[src/rtl/lcd_cmd_ctrl.sv]
// HD44780-style 8-bit write controller: runs the LCD power-on init sequence, then
// turns each REQ toggle in the LSU LCD register into one timed EN write cycle.
module lcd_cmd_ctrl #(
    parameter int unsigned POWERON_CYC  = 750000,
    parameter int unsigned SETUP_CYC    = 2,
    parameter int unsigned EN_HIGH_CYC  = 25,
    parameter int unsigned HOLD_CYC     = 2,
    parameter int unsigned EXEC_CYC     = 2000,
    parameter int unsigned CLR_EXEC_CYC = 82000
) (
    input  logic        i_clk,
    input  logic        i_reset,
    input  logic [31:0] i_lcd_reg,
    output logic [31:0] o_lcd_status,
    output logic [7:0]  o_lcd_data,
    output logic        o_lcd_rs,
    output logic        o_lcd_rw,
    output logic        o_lcd_en,
    output logic        o_lcd_on
);

    typedef enum logic [2:0] {
        PWR_WAIT,
        IDLE,
        SETUP,
        PULSE,
        HOLD,
        EXEC
    } state_t;

    localparam logic [31:0] PWR_LD   = 32'(POWERON_CYC - 1);
    localparam logic [31:0] SETUP_LD = 32'(SETUP_CYC - 1);
    localparam logic [31:0] EN_LD    = 32'(EN_HIGH_CYC - 1);
    localparam logic [31:0] HOLD_LD  = 32'(HOLD_CYC - 1);
    localparam logic [31:0] EXEC_LD  = 32'(EXEC_CYC - 1);
    localparam logic [31:0] CLR_LD   = 32'(CLR_EXEC_CYC - 1);

    state_t      state_q, state_d;
    logic [31:0] cnt_q, cnt_d;
    logic [2:0]  init_idx_q, init_idx_d;
    logic        init_done_q, init_done_d;
    logic        ack_q, ack_d;
    logic        req_q, req_d;
    logic [7:0]  data_q, data_d;
    logic        rs_q, rs_d;
    logic        en_q, en_d;
    logic        on_q, on_d;
    logic        is_clr;
    logic        busy;
    logic        unused_bits;

    function automatic logic [7:0] init_cmd(input logic [2:0] idx);
        logic [7:0] cmd;
        case (idx)
            3'd0, 3'd1, 3'd2: cmd = 8'h38;
            3'd3:             cmd = 8'h0C;
            3'd4:             cmd = 8'h01;
            default:          cmd = 8'h06;
        endcase
        return cmd;
    endfunction

    // Clear and home commands need the long execution wait.
    assign is_clr = !rs_q && (data_q == 8'h01 || data_q == 8'h02 || data_q == 8'h03);

    always_comb begin
        state_d     = state_q;
        cnt_d       = cnt_q;
        init_idx_d  = init_idx_q;
        init_done_d = init_done_q;
        ack_d       = ack_q;
        req_d       = req_q;
        data_d      = data_q;
        rs_d        = rs_q;
        on_d        = i_lcd_reg[31];
        case (state_q)
            PWR_WAIT: begin
                if (cnt_q == 32'd0) begin
                    state_d    = SETUP;
                    cnt_d      = SETUP_LD;
                    init_idx_d = 3'd0;
                    data_d     = init_cmd(3'd0);
                    rs_d       = 1'b0;
                end else begin
                    cnt_d = cnt_q - 32'd1;
                end
            end
            IDLE: begin
                if (init_done_q && (i_lcd_reg[30] != ack_q)) begin
                    state_d = SETUP;
                    cnt_d   = SETUP_LD;
                    data_d  = i_lcd_reg[7:0];
                    rs_d    = i_lcd_reg[8];
                    req_d   = i_lcd_reg[30];
                end
            end
            SETUP: begin
                if (cnt_q == 32'd0) begin
                    state_d = PULSE;
                    cnt_d   = EN_LD;
                end else begin
                    cnt_d = cnt_q - 32'd1;
                end
            end
            PULSE: begin
                if (cnt_q == 32'd0) begin
                    state_d = HOLD;
                    cnt_d   = HOLD_LD;
                end else begin
                    cnt_d = cnt_q - 32'd1;
                end
            end
            HOLD: begin
                if (cnt_q == 32'd0) begin
                    state_d = EXEC;
                    cnt_d   = is_clr ? CLR_LD : EXEC_LD;
                end else begin
                    cnt_d = cnt_q - 32'd1;
                end
            end
            EXEC: begin
                if (cnt_q == 32'd0) begin
                    if (!init_done_q) begin
                        if (init_idx_q < 3'd5) begin
                            state_d    = SETUP;
                            cnt_d      = SETUP_LD;
                            init_idx_d = init_idx_q + 3'd1;
                            data_d     = init_cmd(init_idx_q + 3'd1);
                            rs_d       = 1'b0;
                        end else begin
                            state_d     = IDLE;
                            init_done_d = 1'b1;
                        end
                    end else begin
                        state_d = IDLE;
                        ack_d   = req_q;
                    end
                end else begin
                    cnt_d = cnt_q - 32'd1;
                end
            end
            default: begin
                state_d = PWR_WAIT;
                cnt_d   = PWR_LD;
            end
        endcase
        en_d = (state_d == PULSE);
    end

    always_ff @(posedge i_clk) begin
        if (i_reset) begin
            state_q     <= PWR_WAIT;
            cnt_q       <= PWR_LD;
            init_idx_q  <= 3'd0;
            init_done_q <= 1'b0;
            ack_q       <= 1'b0;
            req_q       <= 1'b0;
            data_q      <= 8'd0;
            rs_q        <= 1'b0;
            en_q        <= 1'b0;
            on_q        <= 1'b0;
        end else begin
            state_q     <= state_d;
            cnt_q       <= cnt_d;
            init_idx_q  <= init_idx_d;
            init_done_q <= init_done_d;
            ack_q       <= ack_d;
            req_q       <= req_d;
            data_q      <= data_d;
            rs_q        <= rs_d;
            en_q        <= en_d;
            on_q        <= on_d;
        end
    end

    // Busy must read 1 during reset even before the state register settles.
    assign busy         = i_reset || (state_q != IDLE);
    assign o_lcd_status = {1'b0, ack_q, 28'd0, init_done_q, busy};
    assign o_lcd_data   = data_q;
    assign o_lcd_rs     = rs_q;
    assign o_lcd_rw     = 1'b0;
    assign o_lcd_en     = en_q;
    assign o_lcd_on     = on_q;
    assign unused_bits  = ^i_lcd_reg[29:9];

endmodule

[config.mk]
export PLATFORM = sky130hd
export DESIGN_NAME = lcd_cmd_ctrl
export DESIGN_NICKNAME = d
export VERILOG_FILES = /design/src/rtl/lcd_cmd_ctrl.sv
export SDC_FILE = /design/constraint.sdc
export NUM_CORES = 1
export LEC_CHECK = 0
export CELL_PAD_IN_SITES_DETAIL_PLACEMENT = 2
export CELL_PAD_IN_SITES_GLOBAL_PLACEMENT = 2
export CORE_ASPECT_RATIO = 0.5
export CORE_UTILIZATION = 30
export DETAILED_ROUTE_END_ITERATION = 6
export HOLD_SLACK_MARGIN = 0.06
export PLACE_DENSITY = 0.9
export SYNTH_ARGS = -nofsm -noshare
export SYNTH_HDL_FRONTEND = slang
export SYNTH_SLANG_ARGS = --single-unit
[constraint.sdc]
create_clock -name i_clk -period 3.1 [get_ports i_clk]
set_input_delay 0.62 -clock i_clk [delete_from_list [all_inputs] [get_ports i_clk]]
set_output_delay 0.62 -clock i_clk [all_outputs]
set_load 0.1 [all_outputs]
# After elaboration in Yosys (flattened, before gate mapping)
# Index checks and enable logic that the tools add are counted.
[word_totals]
word_cells = 92
out_inout_bits = 44
inputBits = 34
regBits = 52
[classes]
n_addsub = 2
n_lt_le_gt_ge = 1
n_eq_ne = 22
n_mux = 38
n_reduce_logical = 19
[op_table]
columns = ["cell", "count"]
rows = [
  ["32-bit 2-to-1 mux", 7],
  ["32-bit case mux with 5 select lines", 1],
  ["8-bit 2-to-1 mux", 5],
  ["3-bit 2-to-1 mux", 11],
  ["32-bit zero test", 1],
  ["32-bit by 1-bit subtractor with 32-bit output, second input constant", 1],
  ["8-bit case mux with 3 select lines", 1],
  ["3-bit case mux with 6 select lines", 1],
  ["6-bit case mux with 3 select lines", 1],
  ["17-bit 2-to-1 mux", 1],
  ["8-bit by 2-bit equality test with 1-bit output, second input constant", 2],
  ["3-bit by 2-bit equality test with 1-bit output, second input constant", 5],
  ["2-bit != test, second input constant", 5],
  ["3-bit equality test, second input constant", 3],
  ["8-bit by 1-bit equality test with 1-bit output, second input constant", 1],
  ["1-bit 2-to-1 mux", 7],
  ["3-bit by 1-bit equality test with 1-bit output, second input constant", 2],
  ["3-bit zero test", 2],
  ["3-bit != test, second input constant", 2],
  ["3-bit case mux with 2 select lines", 1],
  ["3-bit AND reduction", 2],
  ["6-bit AND reduction", 1],
  ["5-bit AND reduction", 1],
  ["2-bit AND reduction", 2],
  ["13 further kinds", 16],
]

# Longest topological paths before layout
[logic_depth]
ltp_word = 8
mapped_depth = 9
ltp_nobuf = 7

# Worst setup path after synthesis
# No wires, ideal clock.
[synth_path]
path_type = "flip-flop to flip-flop"
from = "reg cnt_q[0]"
to = "reg data_q[6] (netlist: o_lcd_data[6])"
setup_slack_ps = 559
path_buffers = 1
path_stages_with_launch = 9
setup_time_ps = 118
arrival_ps = 2423
cell_sequence = "dfxtp_1 -> inv_1 -> ha_1 -> or4b_4 -> or4_1 -> buf_2 -> o41ai_4 -> a31oi_2 -> a22o_1"
[synth_via]
elab_chain_cells = 3
word_cells_on_any_way = 4
cone_classes = "eq/ne (2); reduce/logical (2)"
[synth_lines]
columns = ["element", "line_no", "text"]
rows = [
  ["start: declaration", "39", "logic [31:0] cnt_q, cnt_d;"],
  ["start signal: assignment", "164", "cnt_q <= cnt_d;"],
  ["32-bit zero test (*)", "78, 122", ""],
  ["2-bit != test (no source line)", "-", ""],
  ["6-bit AND reduction (no source line) (*)", "-", ""],
  ["end signal: assignment", "169", "data_q <= data_d;"],
  ["end: declaration", "44", "logic [7:0] data_q, data_d;"],
]
# Every way passes the cells marked *; elsewhere a longest branch is shown, timed or not.
# A chain may end at the register's enable or synchronous reset.

# Final worst setup path
[layout_path]
from = "reg cnt_q[0]"
to = "reg rs_q (netlist: o_lcd_rs)"
[layout_via]
elab_chain_cells = 3
word_cells_on_any_way = 4
cone_classes = "eq/ne (2); reduce/logical (2)"
[layout_lines]
columns = ["element", "line_no", "text"]
rows = [
  ["32-bit zero test (*)", "78, 122", ""],
  ["2-bit != test (no source line)", "-", ""],
  ["6-bit AND reduction (no source line) (*)", "-", ""],
  ["end signal: assignment", "170", "rs_q <= rs_d;"],
  ["end: declaration", "45", "logic rs_q, rs_d;"],
]
# Marks and branches as above.

==> results.md <==
- Pin count of the biggest net entering global routing: 35
- CTS Sinks: between 50 and 60
- PortBufs: 26
- Proportion of layout cells with a drive suffix above 1: 0.131
- Clock power frac: 0.391
- Clk buf depth: 2
- Top Family by Delay on Critical Path: simple AND/OR/NAND/NOR gates
- Root buf cell: clkbuf_16
- Post-DP HPWL: around 9900 um
- Worst skew pair latency: about 0.31 ns
- Pwr dens: about 360 mW/mm2
- CP bufs+invs: 1
- Top cells by area, synth: dfxtp_1 (29%), buf_4 (6.9%), or4_1 (3.4%)
- Die Height: approximately 79 um
- Nets: approximately 500
- Leading area contributor after synthesis: dfxtp_1
- Vias: around 3800
- Setup-failing EPs final: 0
- Cts hold-fix bufs: 0
- Antenna Violating Nets Remaining: 0
- Crit path required time: roughly 3.3 ns
- Setup slack at placement: roughly 0.21 ns
- Hold WC Path Type: flop to flop
- Number of enable flip-flop cells after synthesis: 0
- Crit path DAT: between 3 and 4 ns
- F_max: around 330 MHz
- Maximum vdd drop: approximately 0.00019 V
- Comb pwr share: 0.152
- Slowest cell delay on critical path: just over 0.7 ns
- Slew @ Worst Pin: ~0.86 ns
- Routed WL: 14800 um
- Prevailing post-synth register cell: dfxtp_1
- Initial core utilization: 0.316
- Crit path max fanout: 9
- Fillers: between 1000 and 1500
- CTS tree: yes
- Crit end category: flop
- Post-Place Cell Area: between 0.003 and 0.004 mm2
- Seq/Total Area, Yosys: 0.291
- Max Cap Violations: 0
- Syn Inst Count: ~450
- Period minus WS final: about 3 ns
- Skew final: between 0.01 and 0.015 ns
- Antenna violations before repair: 0
- First-pass GRT wire length: approximately 23000 um
- Async set or reset register ratio after synthesis: 0
- Vias in the first global route: a little over 4000
- CTS buffer count: 5
- Buffer count from post-CTS setup fixing: 0
- Total power: about 1500 uW
- Post-cts resize count: 0
- Setup_tns: 0 ns
- Total GRT Usage: 0.248
- Worst slew margin: 0.426
- Sw Pwr: between 400 and 500 uW
- # DRC: 0
- Die area: around 0.012 mm2
- Cell chain of the critical path: inv_1, ha_1, or4b_4, or4_1, o41ai_4, a31oi_2, a22o_1
- DR vias/cell: 6.15
- Hold_ws: approximately 0.5 ns
- Reg power frac: 0.457
- Yosys top cell area share: 0.291
- IO Count: 78
- Antenna diodes: 0
- Core ar.: roughly 0.011 mm2
- Post-DR wirelength/cell: between 20 and 25 um
- Chip width: between 150 and 200 um
- Setup Crit Path Kind: flop to flop
- Avg Synthesized Cell Area: 8.04 um2
- YS warnings: 0
- H-tree depth: 2
- Grt ovf: 0
- Internal cell power: between 900 and 1000 uW
- Pleak: between 0.001 and 0.0015 uW
- Netlist Area Pre-Place: approximately 0.0036 mm2
- Fin crit share: 0.971
- CP max stage cell: or4_1
- Pins Over Slew Limit: 0
- Synthesized flop and latch total: 52
- GP Congestion: about 0.81
- Row count: 27
- DRT Pass-1 Iters: 5
- Sw Ratio: 0.324
- Layout area overhead: 13.8%
- RSZ-0062 raised after global routing: no
- Hold Vio Cnt, Final: 0
- Clock slew at reported path FFs: roughly 0.08 ns
- DRT iter0 DRCs: between 200 and 300
- Setup ws final: roughly 0.089 ns
- Yosys cell types: 66
- Final Cell Area: between 0.004 and 0.005 mm2
- Status: complete, no violations
- Crit start category: flop
synthesized netlist by cell type, types with 9 or more instances:
cell / number
or4_1: 16
dfxtp_1: 52
nor3_1: 9
nand3_1: 14
inv_1: 17
nand4_1: 14
buf_4: 33
nor2_1: 30
o31ai_1: 11
nand2_1: 20
a21oi_1: 22
clkbuf_1: 18
o21ai_0: 21
o211ai_1: 9
nor4_1: 12
or3_1: 15
placed cells by master (no fill, tap or decap), types with 15 or more instances in the layout:
| master | instances |
|---|---|
| a21oi_1 | 21 |
| buf_4 | 36 |
| conb_1 | 30 |
| dfxtp_1 | 52 |
| inv_1 | 17 |
| nand2_1 | 20 |
| nor2_1 | 30 |
| o21ai_0 | 21 |
| or3_1 | 15 |
| or4_1 | 16 |
sequential cells by signal, indices dropped and copies added (netlist names):
register     cells
state_q          3
init_idx_q       3
o_lcd_data       8
init_done_q      1
cnt_q           32
req_q            1
o_lcd_on         1
o_lcd_en         1
o_lcd_rs         1
ack_q            1
kinds of logic after synthesis:
group           after synthesis  synth area share
simple gates                167             0.274
other cells                   1           0.00105
buf+inv                      81             0.125
flops                        52             0.291
xor+xnor                      3           0.00734
fa+ha+maj                     6            0.0210
mux                           5            0.0140
compound gates              130             0.266
cell type report:
cell class                 instances  area (um2)  share of cell area
sequential                        52        1040               0.256
timing repair buffer              49         410               0.101
clock inverter                     2        16.3             0.00399
tap                              159         199              0.0488
inverter                          17        63.8              0.0157
clock buffer                       6         129              0.0316
multi-input combinational        341        2210               0.543
metal layers:
| metal | wire (um) | up-vias | GRT usage |
|---|---|---|---|
| li1 | - | 1689 | - |
| met1 | 6140 | 1917 | 0.288 |
| met2 | 7200 | 197 | 0.444 |
| met3 | 980 | 46 | 0.0431 |
| met4 | 519 | 0 | 0.125 |
| met5 | 0 | - | 0 |
tightest hold or removal path, cell delays in order, from the launching register on:
cell	delay [ns]
dfxtp_1	0.33
o31ai_1	0.07
a211oi_1	0.06
power groups by stage:
stage / combinational, uW / clock [uW] / sequential [uW]
after floorplan: 213 / 0 / 694
after global placement: 217 / 0 / 690
after detailed placement: 220 / 0 / 691
after CTS: 222 / 590 / 675
after global routing: 230 / 617 / 676
final: 225 / 579 / 676
metrics by stage:
stage	util	instances
floorplan	-	474
global placement	0.346	618
detailed placement	0.346	618
CTS	0.359	626
global route	0.360	626
finish	0.360	626
path summary, 6_finish.rpt:
| kind | start | endpoint | slack (ns) | cells past startpoint |
|---|---|---|---|---|
| min | cnt_q[30] | cnt_q[30] | 0.50 | 2 |
| min reg2reg | cnt_q[30] | cnt_q[30] | 0.50 | 2 |
| max reg2reg | cnt_q[0] | o_lcd_rs | 0.09 | 7 |
| max | cnt_q[0] | o_lcd_rs | 0.09 | 7 |
Note: power is estimated with default switching activity, not from simulation.
